## config.mk

```make
export PLATFORM = sky130hd
export DESIGN_NAME = skew_feed_bank
export DESIGN_NICKNAME = d
export VERILOG_FILES = /design/src/rtl/skew_feed_bank.sv
export SDC_FILE = /design/constraint.sdc
export NUM_CORES = 1
export LEC_CHECK = 0
export ABC_AREA = 1
export BUFFER_PORTS_ARGS = -buffer_cell sky130_fd_sc_hd__buf_2
export CORE_MARGIN = 3
export CORE_UTILIZATION = 25
export DETAILED_ROUTE_END_ITERATION = 7
export MAX_ROUTING_LAYER = met4
export PLACE_DENSITY = 0.46
export SLEW_MARGIN = 10
export SYNTH_ARGS = -nofsm -noshare
export SYNTH_HDL_FRONTEND = slang
export SYNTH_SLANG_ARGS = --single-unit
export TNS_END_PERCENT = 30
```

## constraint.sdc

```tcl
create_clock -name clk -period 1.35 [get_ports clk]
set_input_delay 0.0675 -clock clk [delete_from_list [all_inputs] [get_ports clk]]
set_output_delay 0.0675 -clock clk [all_outputs]
set_load 0.1 [all_outputs]
```

## src/rtl/skew_feed_bank.sv

```systemverilog
// Skewed B-operand feed bank: per-column shift chains with a mode-selected tap,
// zero-gated outputs, rows-in-flight tracking and a done pulse.
// Optional aligned (no-skew) mode is enabled by defining SKEW_FEED_NOSKEW_EN.
module skew_feed_bank #(
  parameter int BITS_AB    = 8,
  parameter int DIM        = 8,
  parameter int DEPTH_BASE = DIM
) (
  input  logic                              clk,
  input  logic                              rst_n,
  input  logic                              en,
  input  logic                              WrEn,
  input  logic                              clr,
  input  logic                              mode_i,
`ifdef SKEW_FEED_NOSKEW_EN
  input  logic                              noskew,
`endif
  input  logic [DIM-1:0][BITS_AB-1:0]       Bin,
  output logic [DIM-1:0][BITS_AB-1:0]       Bout,
  output logic [DIM-1:0]                    out_valid,
  output logic [$clog2(DEPTH_BASE+DIM):0]   in_flight,
  output logic                              busy,
  output logic                              done
);

  localparam int CHAIN = DEPTH_BASE + DIM - 1;
  localparam int IDXW  = $clog2(CHAIN);
  localparam int CW    = $clog2(DEPTH_BASE + DIM) + 1;

  logic shift;
  logic inc;
  logic dec;
  logic latest_vld;
  logic mode_reg;
  logic noskew_reg;

  assign shift = (en | WrEn) & ~clr;
  assign busy  = (in_flight != '0);

  genvar gi;
  generate
    for (gi = 0; gi < DIM; gi++) begin : g_col
      localparam int ASC = DEPTH_BASE + gi - 1;
      localparam int DSC = DEPTH_BASE + DIM - 2 - gi;
      localparam int ALN = DEPTH_BASE - 1;

      logic [CHAIN-1:0][BITS_AB-1:0] data_reg;
      logic [CHAIN-1:0]              vld_reg;
      logic [IDXW-1:0]               tap;
      logic [CHAIN-2:0]              keep_mask;

      always_comb begin
        if (noskew_reg)
          tap = IDXW'(ALN);
        else if (mode_reg)
          tap = IDXW'(DSC);
        else
          tap = IDXW'(ASC);
      end

      // An element is dropped as it shifts past the tap, so stale valids can
      // never reappear at a different tap after a mode change.
      always_comb begin
        keep_mask = '0;
        for (int i = 0; i < CHAIN - 1; i++)
          keep_mask[i] = (IDXW'(i) < tap);
      end

      assign out_valid[gi] = vld_reg[tap];
      assign Bout[gi]      = vld_reg[tap] ? data_reg[tap] : '0;

      always_ff @(posedge clk or negedge rst_n) begin
        if (!rst_n) begin
          data_reg <= '0;
          vld_reg  <= '0;
        end else if (clr) begin
          data_reg <= '0;
          vld_reg  <= '0;
        end else if (shift) begin
          data_reg <= {data_reg[CHAIN-2:0], (WrEn ? Bin[gi] : {BITS_AB{1'b0}})};
          vld_reg  <= {vld_reg[CHAIN-2:0] & keep_mask, WrEn};
        end
      end
    end
  endgenerate

  assign latest_vld = (mode_reg && !noskew_reg) ? out_valid[0] : out_valid[DIM-1];
  assign inc        = shift & WrEn;
  assign dec        = shift & latest_vld;

`ifdef SKEW_FEED_NOSKEW_EN
  always_ff @(posedge clk or negedge rst_n) begin
    if (!rst_n)
      noskew_reg <= 1'b0;
    else if (clr || !busy)
      noskew_reg <= noskew;
  end
`else
  assign noskew_reg = 1'b0;
`endif

  always_ff @(posedge clk or negedge rst_n) begin
    if (!rst_n) begin
      in_flight <= '0;
      done      <= 1'b0;
      mode_reg  <= 1'b0;
    end else if (clr) begin
      in_flight <= '0;
      done      <= 1'b0;
      mode_reg  <= mode_i;
    end else begin
      if (inc && !dec)
        in_flight <= in_flight + CW'(1);
      else if (dec && !inc)
        in_flight <= in_flight - CW'(1);
      done <= dec && !inc && (in_flight == CW'(1));
      // Skew direction is frozen while any row is in flight.
      if (!busy)
        mode_reg <= mode_i;
    end
  end

endmodule

```

Word-level counts from Yosys, hierarchy flattened:

Index checks and enable logic that the tools add are counted.

* bits in registers: 1087
* bits of input ports: 70
* output and inout bits: 79
* logic and storage cells: 371

* $add $sub $neg: 2
* magnitude comparators: 120
* equality and inequality tests: 2
* multiplexer cells: 95
* bitwise operators: 13
* reductions and logical operators: 8

Operator list (count)
* two-way mux 120 bit: 16
* binary-select mux 8 bit (select 4 bit): 8
* two-way mux 15 bit: 16
* < comparator 4 bit, first input constant: 48
* two-way mux 8 bit: 24
* < comparator 3 x 4 -> 1 bit, first input constant: 32
* AND 14 bit: 8
* < comparator 1 x 4 -> 1 bit, first input constant: 16
* < comparator 2 x 4 -> 1 bit, first input constant: 16
* < comparator 4 x 5 -> 1 bit, second input constant: 8
* binary-select mux 1 bit (select 4 bit): 8
* two-way mux 5 bit: 3
* two-way mux 1 bit: 14
* two-way mux 3 bit: 4
* two-way mux 4 bit: 2
* adder 5 x 1 -> 5 bit, second input constant: 1
* == test 5 x 1 -> 1 bit, second input constant: 1
* nonzero test 5 bit: 1
* subtractor 5 x 1 -> 5 bit, second input constant: 1
* AND 1 bit: 3
* logical AND 1 bit: 3
* nonzero test 3 bit: 1
* zero test 1 bit: 2
* != test 2 bit, second input constant: 1
* 3 further kinds: 3

Logic depth before layout (Yosys ltp):

Gate-level depths: netlist of run 1.

* depth after elaboration: 9
* depth in mapped cells: 9

Worst setup path before layout of run 1:

Ideal clock, no wire load.

* path type: register to register
* start point: register in_flight[0]
* end point: register in_flight[4]
* arrival: 2.587 ns
* slack: -1.357 ns
* stages on the path, launching flop included: 7
* buffers on the path: 0
* clock period less this slack: 2.707 ns
* path through: dfrtp_1 -> inv_1 -> ha_1 -> nand3_1 -> nand3_1 -> nand3_1 -> nand2_1

* word-level cells in the longest chain between the ends: 4
* elaborated cells on any way between the ends: 5
* classes of those cells: 2 x add/sub; 3 x mux

RTL lines
* start: declaration: RTL line 21 `output logic [$clog2(DEPTH_BASE+DIM):0] in_flight,`
* start signal: assignment: RTL line 113 `in_flight <= in_flight + CW'(1);`
* start signal: assignment: RTL line 115 `in_flight <= in_flight - CW'(1);`
* subtractor 5 x 1 -> 5 bit: RTL line 115
* two-way mux 5 bit: RTL line 114 `else if (dec && !inc)`
* two-way mux 5 bit *: RTL line 112 `if (inc && !dec)`
* two-way mux 5 bit *: RTL line 107 `end else if (clr) begin`

Mark *: on every way between the ends. The rest lies on a longest branch, timed or not. The select of a mux whose other input is x is not followed.
A chain may end at the register's enable or synchronous reset.

==> results of run 1 <==
==> power groups by stage <==
| stage | sequential [uW] | clock (uW) | combinational (uW) |
|---|---|---|---|
| after floorplan | 28500 | 0 | 1890 |
| final | 27800 | 29200 | 5030 |
| after global placement | 28300 | 0 | 4320 |
| after global routing | 27800 | 31400 | 5510 |
| after CTS | 27800 | 30300 | 4810 |
| after detailed placement | 28300 | 0 | 4310 |
==> timing repair <==
action,in CTS,in global routing
gates resized for setup,110,68
endpoints found under the setup margin,84,149
cloned,0,5
pin swaps,6,12
endpoints found under the hold margin,1060,1
hold buffers,110,1
buffers inserted,5,1
==> cell type report <==
cell class                 instances  area share (%)
tap                             1863            5.05
clock buffer                     143            6.44
antenna                            1         0.00542
inverter                         950            8.29
timing repair buffer             464            12.4
clock inverter                    51            1.34
multi-input combinational       1278            16.9
sequential                       914            49.6
==> worst min-delay path, delay by kind of cell <==
family | cells | cell delay, ps
buffers and inverters | 2 | 600
and+or+nand+nor | 1 | 40
AOI/OAI and AO/OA | 1 | 50
==> synth_stat cells, types with 4 or more instances <==
master,n,area (um2)
nor2_1,4,15.0
buf_4,28,210
inv_1,948,3560
buf_2,161,806
dfrtp_1,914,22900
nand3_1,45,225
nand2_1,232,871
o31ai_1,4,30.0
o22ai_1,795,4970
o32ai_1,16,140
o21ai_0,156,781
clkbuf_1,37,139
nand4_1,5,31.3
==> logic make-up (layout without fill, tap and decap cells) <==
| family | Yosys count | in the layout |
|---|---|---|
| compound gates | 982 | 982 |
| flops | 914 | 914 |
| xor+xnor | 1 | 1 |
| fa+ha+maj | 3 | 3 |
| other cells | 0 | 1 |
| buf+inv | 1179 | 1608 |
| simple gates | 292 | 292 |
==> worst min path at each step <==
stage | end | slack [ps] | cells past startpoint | start
5_1_grt | g_col[2].data_reg[6] | 70 | 4 | Bin[22]
2_1_floorplan | done | -230 | 0 | rst_n
3_5_place_dp | g_col[7].data_reg[87] | 20 | 1 | rst_n
4_1_cts | g_col[1].data_reg[1] | 20 | 4 | Bin[9]
6_report | g_col[1].data_reg[1] | 110 | 4 | Bin[9]
3_3_place_gp | g_col[7].data_reg[87] | 20 | 1 | rst_n
==> per-stage QoR <==
| step | power, uW | hold slack (ps) | setup WS (ps) | instance area (um2) | instances |
|---|---|---|---|---|---|
| global route | 64800 | 66.9 | -1030 | 46100 | 5664 |
| finish | 62000 | 105 | -918 | 46100 | 5664 |
| floorplan | 30400 | -228 | -631 | 35300 | 3371 |
| detailed placement | 32700 | 24.6 | -374 | 40800 | 5347 |
| global placement | 32700 | 24.2 | -397 | 40800 | 5347 |
| CTS | 62900 | 18.2 | -1000 | 45800 | 5656 |
==> per-layer routing <==
| metal | track usage (%) | vias up |
|---|---|---|
| met2 | 17.4 | 274 |
| met3 | 2.31 | 126 |
| met4 | 3.50 | 0 |
| met5 | - | - |
| met1 | 16.7 | 11600 |
| li1 | - | 11700 |
==> metrics.md, run 1 <==
| Metric | Value |
|---|---|
| Met1 wire length | just over 40000 um |
| Finish-stage setup viols | between 80 and 90 |
| Placer's final routability congestion estimate | 0.749 |
| Crit share post-route | 168% |
| Worst rel slew slack | between 40% and 50% |
| Sw Ratio | approximately a quarter |
| Per-instance average area after synthesis | around 10 um2 |
| Number of buffers added by the clock tree synthesis step | between 100 and 150 |
| Number of global-route vias before repair | 23700 |
| R2r endpoint | in_flight[1] |
| Master cell of the clock root buffer | clkbuf_16 |
| Arrival time worst endpoint | ~2200 ps |
| Clock Latency Late Sink | roughly 700 ps |
| Initial Util | between 20% and 30% |
| Number of rows created at floorplan | ~140 |
| Critical Path, Cell by Cell | buf_12 -> buf_8 -> o21ai_4 -> buf_12 -> nand2_8 -> clkinvlp_4 -> buf_12 |
| Placeable Area | 138000 um2 |
| Nets in the synthesized netlist | approximately 3400 |
| Launch point of the worst path | mode_reg |
| Family of cells with the greatest summed delay on the critical path | buffers and inverters |
| CP startpoint kind | flop |
| H-tree depth | 3 |
| Simple-gate area share of the yosys netlist | between 3 and 4% |
| Maxcap violations | 0 |
| Number of enable flip-flop cells after synthesis | 0 |
| Final wirelength | slightly above 80000 um |
| First-pass GRT wire length | between 100000 and 150000 um |
| Final layout net count | about 3800 |
| Result of the run | complete, but fails checks |
| Worst R2R Setup Slack | -110 ps |
| Critical path capture point | Bout[48] |
| Buffers & Inverters on Critical Path | 5 |
| Number of distinct library cells after synthesis | 27 |
| I/O pin cnt | roughly 150 |
| Category of the most critical setup path | flop to primary output |
| Met3 routed WL | between 2000 and 3000 um |
| Buffers on Ports | around 150 |
| Count of state elements after synthesis | between 900 and 1000 |
| First-pass detailed-route iteration total | 4 |
| Total length of routed met2 wires | between 30000 and 40000 um |
| Hold Vio Cnt, Final | 0 |
| Reg-to-Reg Start | mode_reg |
| Sequential cell area | about 23000 um2 |
| Final ANT Viol Nets | 0 |
| Multi-input logic area | 7800 um2 |
| Number of flip-flops under the largest register name | ~860 |
| Pleak | about 0.019 uW |
| Largest family of logic cells by synthesized area | compound AO/OA/AOI/OAI gates |
| Count of synthesis-stage warnings from yosys | 0 |
| Starting DRC count in detailed routing | between 1000 and 1500 |
| Post-synthesis sequential area ratio | about two thirds |
| Instance count on the critical path | 7 |
| Length in cells of the worst reg-to-reg path | 8 |
| Layout cells sized above 1 | approximately a fifth |
| DP Wirelength | around 52000 um |
| Synthesized instance count | ~3400 |
| Chip width | roughly 380 um |
| Maximum operating frequency | between 400 and 500 MHz |
| Clk buf depth | 3 |
| Maximum fanout count along the critical path | 8 |
| Clk slew on worst S/H paths | approximately 60 ps |
| Worst setup EP type | primary output |
| Most common flop cell mapped by yosys | dfrtp_1 |
| Combined global-route utilization of all metal layers | 11.9% |
| Post-synthesis cell area | 34900 um2 |
| # DRC | 0 |
| Worst min path class | primary input to flop |
| Unrepaired setup endpoints after global routing | true |
| Die Outline Area | approximately 140000 um2 |
| Via density per instance | 4.19 |
| Required time at the worst-slack endpoint | between 1000 and 1500 ps |
| Period minus WS final | 2270 ps |
| Total gr overflow | 0 |
| Slew of the pin with the lowest slew margin | approximately 780 ps |
| Worst path max stage delay | 500 ps |
| Highest routing layer actually used | met4 |
| Fin. max-slew vios | 0 |
| Post-synth ARST share | 100% |
| Switching power | ~15000 uW |
| Filler instances | between 10000 and 15000 |
| P&R area growth vs syn | 32.3% |
| Internal power of the cells | between 40000 and 50000 uW |
| Highest-delay cell along the critical path | dfrtp_4 |
| CTS tree | built |
| Vertical die dimension | approximately 380 um |
| Violations in the final reports | setup timing |
| Share of the core filled with cells | approximately 33% |
| Sequential power share | about 45% |
| Relative contribution of the clock network to total power | between 40% and 50% |
| Fraction of the mapped netlist area in adder cells | 0.108% |
| Setup TNS | -64230 ps |
| Initial antenna violation count | 1 |
| Leading cell type in the layout, fill and taps excluded | dfrtp_1 |
| CTS Sinks | a little over 900 |
| Post-Synth XOR/XNOR Area | less than 1% |
| Via count | 23700 |
| Maximum number of pins on one net before global-route repair | 83 |
| Wire per inst | between 10 and 15 um |
| Setup ws final | -918 ps |
| Compound-Gate Fraction of Synth Area | ~17% |
| Multiplexer share of the synthesized area | 0% |
| Maximum clock skew at final layout | 27.0 ps |
| Combinational fraction of design power | under 10% |
| Highest-count cells in the layout ignoring fill and taps | 907 x dfrtp_1, 882 x inv_1, 794 x o22ai_1 |
| Pwr per Cell Area | roughly 1300 nW/um2 |
| Most used cell along the critical path | buf_12 |
| Max rail drop VDD | between 0.001 and 0.0015 V |
Power figures use the tool's default switching activity.
==> inputs of run 2 (changes only) <==
==> constraint.sdc (replaced) <==
create_clock -name clk -period 1.35 [get_ports clk]
set_input_delay 0.135 -clock clk [delete_from_list [all_inputs] [get_ports clk]]
set_output_delay 0.135 -clock clk [all_outputs]
set_load 0.1 [all_outputs]
==> metrics.md, run 2 (synthesis results as in run 1) <==
| Metric | Value |
|---|---|
| Vertical die dimension | 379 um (unchanged) |
| Clk slew on worst S/H paths | 60 ps (about the same) |
| Number of non-filler instances in the completed layout | 5630 (-0.60%) |
| First-pass GRT wire length | 134000 um (-0.48%) |
| CTS Sinks | 914 (unchanged) |
| CP startpoint kind | flop |
| Most used cell along the critical path | buf_12 |
| Buffers & Inverters on Critical Path | 5 (unchanged) |
| Total gr overflow | 0 (unchanged) |
| Chip width | 379 um (unchanged) |
| Number of buffers added by the clock tree synthesis step | 104 (unchanged) |
| Die Outline Area | 144000 um2 (unchanged) |
| Worst R2R Setup Slack | -200 ps (-90 ps) |
| Length in cells of the worst reg-to-reg path | 8 (unchanged) |
| Via count | 23600 (-0.51%) |
| Beginning of the worst hold path | clr |
| Buffers on Ports | 148 (unchanged) |
| Starting DRC count in detailed routing | 1237 (-17%) |
| Slew of the pin with the lowest slew margin | 519 ps (-261 ps) |
| WHS Path Cells | 6 (+2) |
| Period minus WS final | 2350 ps (+77.2 ps) |
| Worst min path class | primary input to flop |
| Category of the most critical setup path | flop to primary output |
| Final layout net count | 3755 (-0.79%) |
| Unrepaired setup endpoints after global routing | true |
| Number of global-route vias before repair | 23900 (+1.0%) |
| Fin. max-slew vios | 0 (unchanged) |
| # DRC | 0 (unchanged) |
| Setup ws final | -996 ps (-77.2 ps) |
| Max rail drop VDD | 0.00122 V (+22%) |
| Worst path max stage delay | 580 ps (+80 ps) |
| Combined global-route utilization of all metal layers | 11.9% (-0.012 points) |
| Cell total after placement | 5362 (+0.28%) |
| Reg-to-Reg Start | mode_reg |
| End of the worst hold path | g_col[0].data_reg[119] |
| R2r endpoint | in_flight[0] |
| P&R area growth vs syn | 30.6% |
| Pwr per Cell Area | 1350 nW/um2 (+0.60%) |
| Wire per inst | 14.5 um (-0.24%) |
| Initial Util | 25.3% (unchanged) |
| Via density per instance | 4.19 (about the same) |
| Master cell of the clock root buffer | clkbuf_16 |
| Hold Vio Cnt, Final | 0 (unchanged) |
| Placer's final routability congestion estimate | 0.728 (-2.8%) |
| Number of flip-flops under the largest register name | 864 (unchanged) |
| Critical Path, Cell by Cell | inv_6 -> buf_4 -> o21ai_4 -> buf_12 -> nand2_2 -> clkinvlp_4 -> buf_12 |
| Highest-delay cell along the critical path | dfrtp_4 |
| Leading cell type in the layout, fill and taps excluded | dfrtp_1 |
| Maxcap violations | 0 (unchanged) |
| Finish-stage setup viols | 84 (-2.3%) |
| Number of rows created at floorplan | 136 (unchanged) |
| Maximum clock skew at final layout | 23.8 ps (-3.20 ps) |
| Final ANT Viol Nets | 0 (unchanged) |
| CTS tree | built |
| Highest-count cells in the layout ignoring fill and taps | 907 x dfrtp_1, 882 x inv_1, 795 x o22ai_1 |
| First-pass detailed-route iteration total | 7 (+3) |
| Share of the core filled with cells | 33.0% (-0.45 points) |
| Initial antenna violation count | 4 (+3) |
| Crit share post-route | 174% (+5.7 points) |
| Clk buf depth | 3 (unchanged) |
| Maximum operating frequency | 426 MHz (-3.3%) |
| Final wirelength | 81700 um (-0.83%) |
| Clock Latency Late Sink | 700 ps (about the same) |
| Result of the run | complete, but fails checks |
| Worst rel slew slack | 65.3% (+17 points) |
| Worst setup EP type | primary output |
| DP Wirelength | 52300 um (+0.52%) |
| Required time at the worst-slack endpoint | 1220 ps (-60 ps) |
| Family of cells with the greatest summed delay on the critical path | buffers and inverters |
| H-tree depth | 3 (unchanged) |
| Maximum number of pins on one net before global-route repair | 79 (-4.8%) |
| I/O pin cnt | 149 (unchanged) |
| Filler instances | 14100 (+0.87%) |
| Layout cells sized above 1 | 18.5% (-0.48 points) |
| Placeable Area | 138000 um2 (unchanged) |
| Maximum fanout count along the critical path | 12 (+4) |
| Arrival time worst endpoint | 2210 ps (about the same) |
| Pleak | 0.0190 uW (-1.6%) |
| Violations in the final reports | setup timing |
run 2: changes by cell type in the layout (fill, tap and decap cells not counted), moves of 8 or more:
cell and change:
buf_4 +14, buf_6 -8, clkbuf_8 +9, clkinv_2 -10
dlygate4sd3_1 -28, nand2_1 +11, nand2_4 -10, o21ai_0 +16
o21ai_2 -10
run 2: area by class of cell:
class                           instances  area [um2]  share of cell area (%)
Tap cell                             1863        2330                    5.12
Sequential cell                       914       22900                    50.3
Inverter                              950        3820                    8.38
Multi-Input combinational cell       1278        7590                    16.7
Antenna cell                            3        7.51                  0.0165
Clock inverter                         42         515                    1.13
Timing Repair Buffer                  434        5290                    11.6
Clock buffer                          146        3070                    6.75
run 2: worst max-delay path by stage:
| stage | cells past startpoint | startpoint | endpoint |
|---|---|---|---|
| global placement | 5 | mode_reg | Bout[14] |
| detailed placement | 5 | mode_reg | Bout[14] |
| floorplan | 6 | mode_reg | Bout[10] |
| global route | 7 | mode_reg | Bout[0] |
| CTS | 6 | mode_reg | Bout[28] |
| finish | 7 | mode_reg | Bout[15] |
run 2: metal layers:
layer | track usage (%) | up-vias | wire (um)
met5 | - | - | 0
met3 | 2.93 | 126 | 3930
met2 | 17.2 | 312 | 35800
met1 | 16.3 | 11500 | 39800
li1 | - | 11700 | -
met4 | 3.65 | 0 | 2050
run 2: metrics by stage:
step | hold WS (ps) | power (uW) | setup slack, ps | TNS [ps] | instance area, um2
after floorplan | -161 | 30400 | -698 | -44870 | 35300
after global placement | 88.9 | 32700 | -565 | -20250 | 41000
after detailed placement | 89.9 | 32700 | -551 | -21050 | 41000
after CTS | 19.3 | 62800 | -1100 | -78690 | 45500
after global routing | 39.2 | 64300 | -1140 | -81470 | 45500
final | 53.0 | 61600 | -996 | -70260 | 45500
run 2: what timing repair did:
action,in CTS,in global routing
hold buffers,76,1
setup buffers,0,0
resized for setup,74,16
pin swaps,9,2
setup endpoints to repair,86,96
hold endpoints to repair,1000,1
run 2: tightest hold or removal path, delay by kind of cell:
family,cells,cell delay [ps]
AOI/OAI and AO/OA,1,70
buffers and inverters,4,410
and+or+nand+nor,1,80
run 2: power breakdown:
group	switching, uW	total, uW	internal [uW]
registers	169	27900	27700
logic	2910	4520	1610
clock network	11600	29200	17600
total	14700	61600	46900
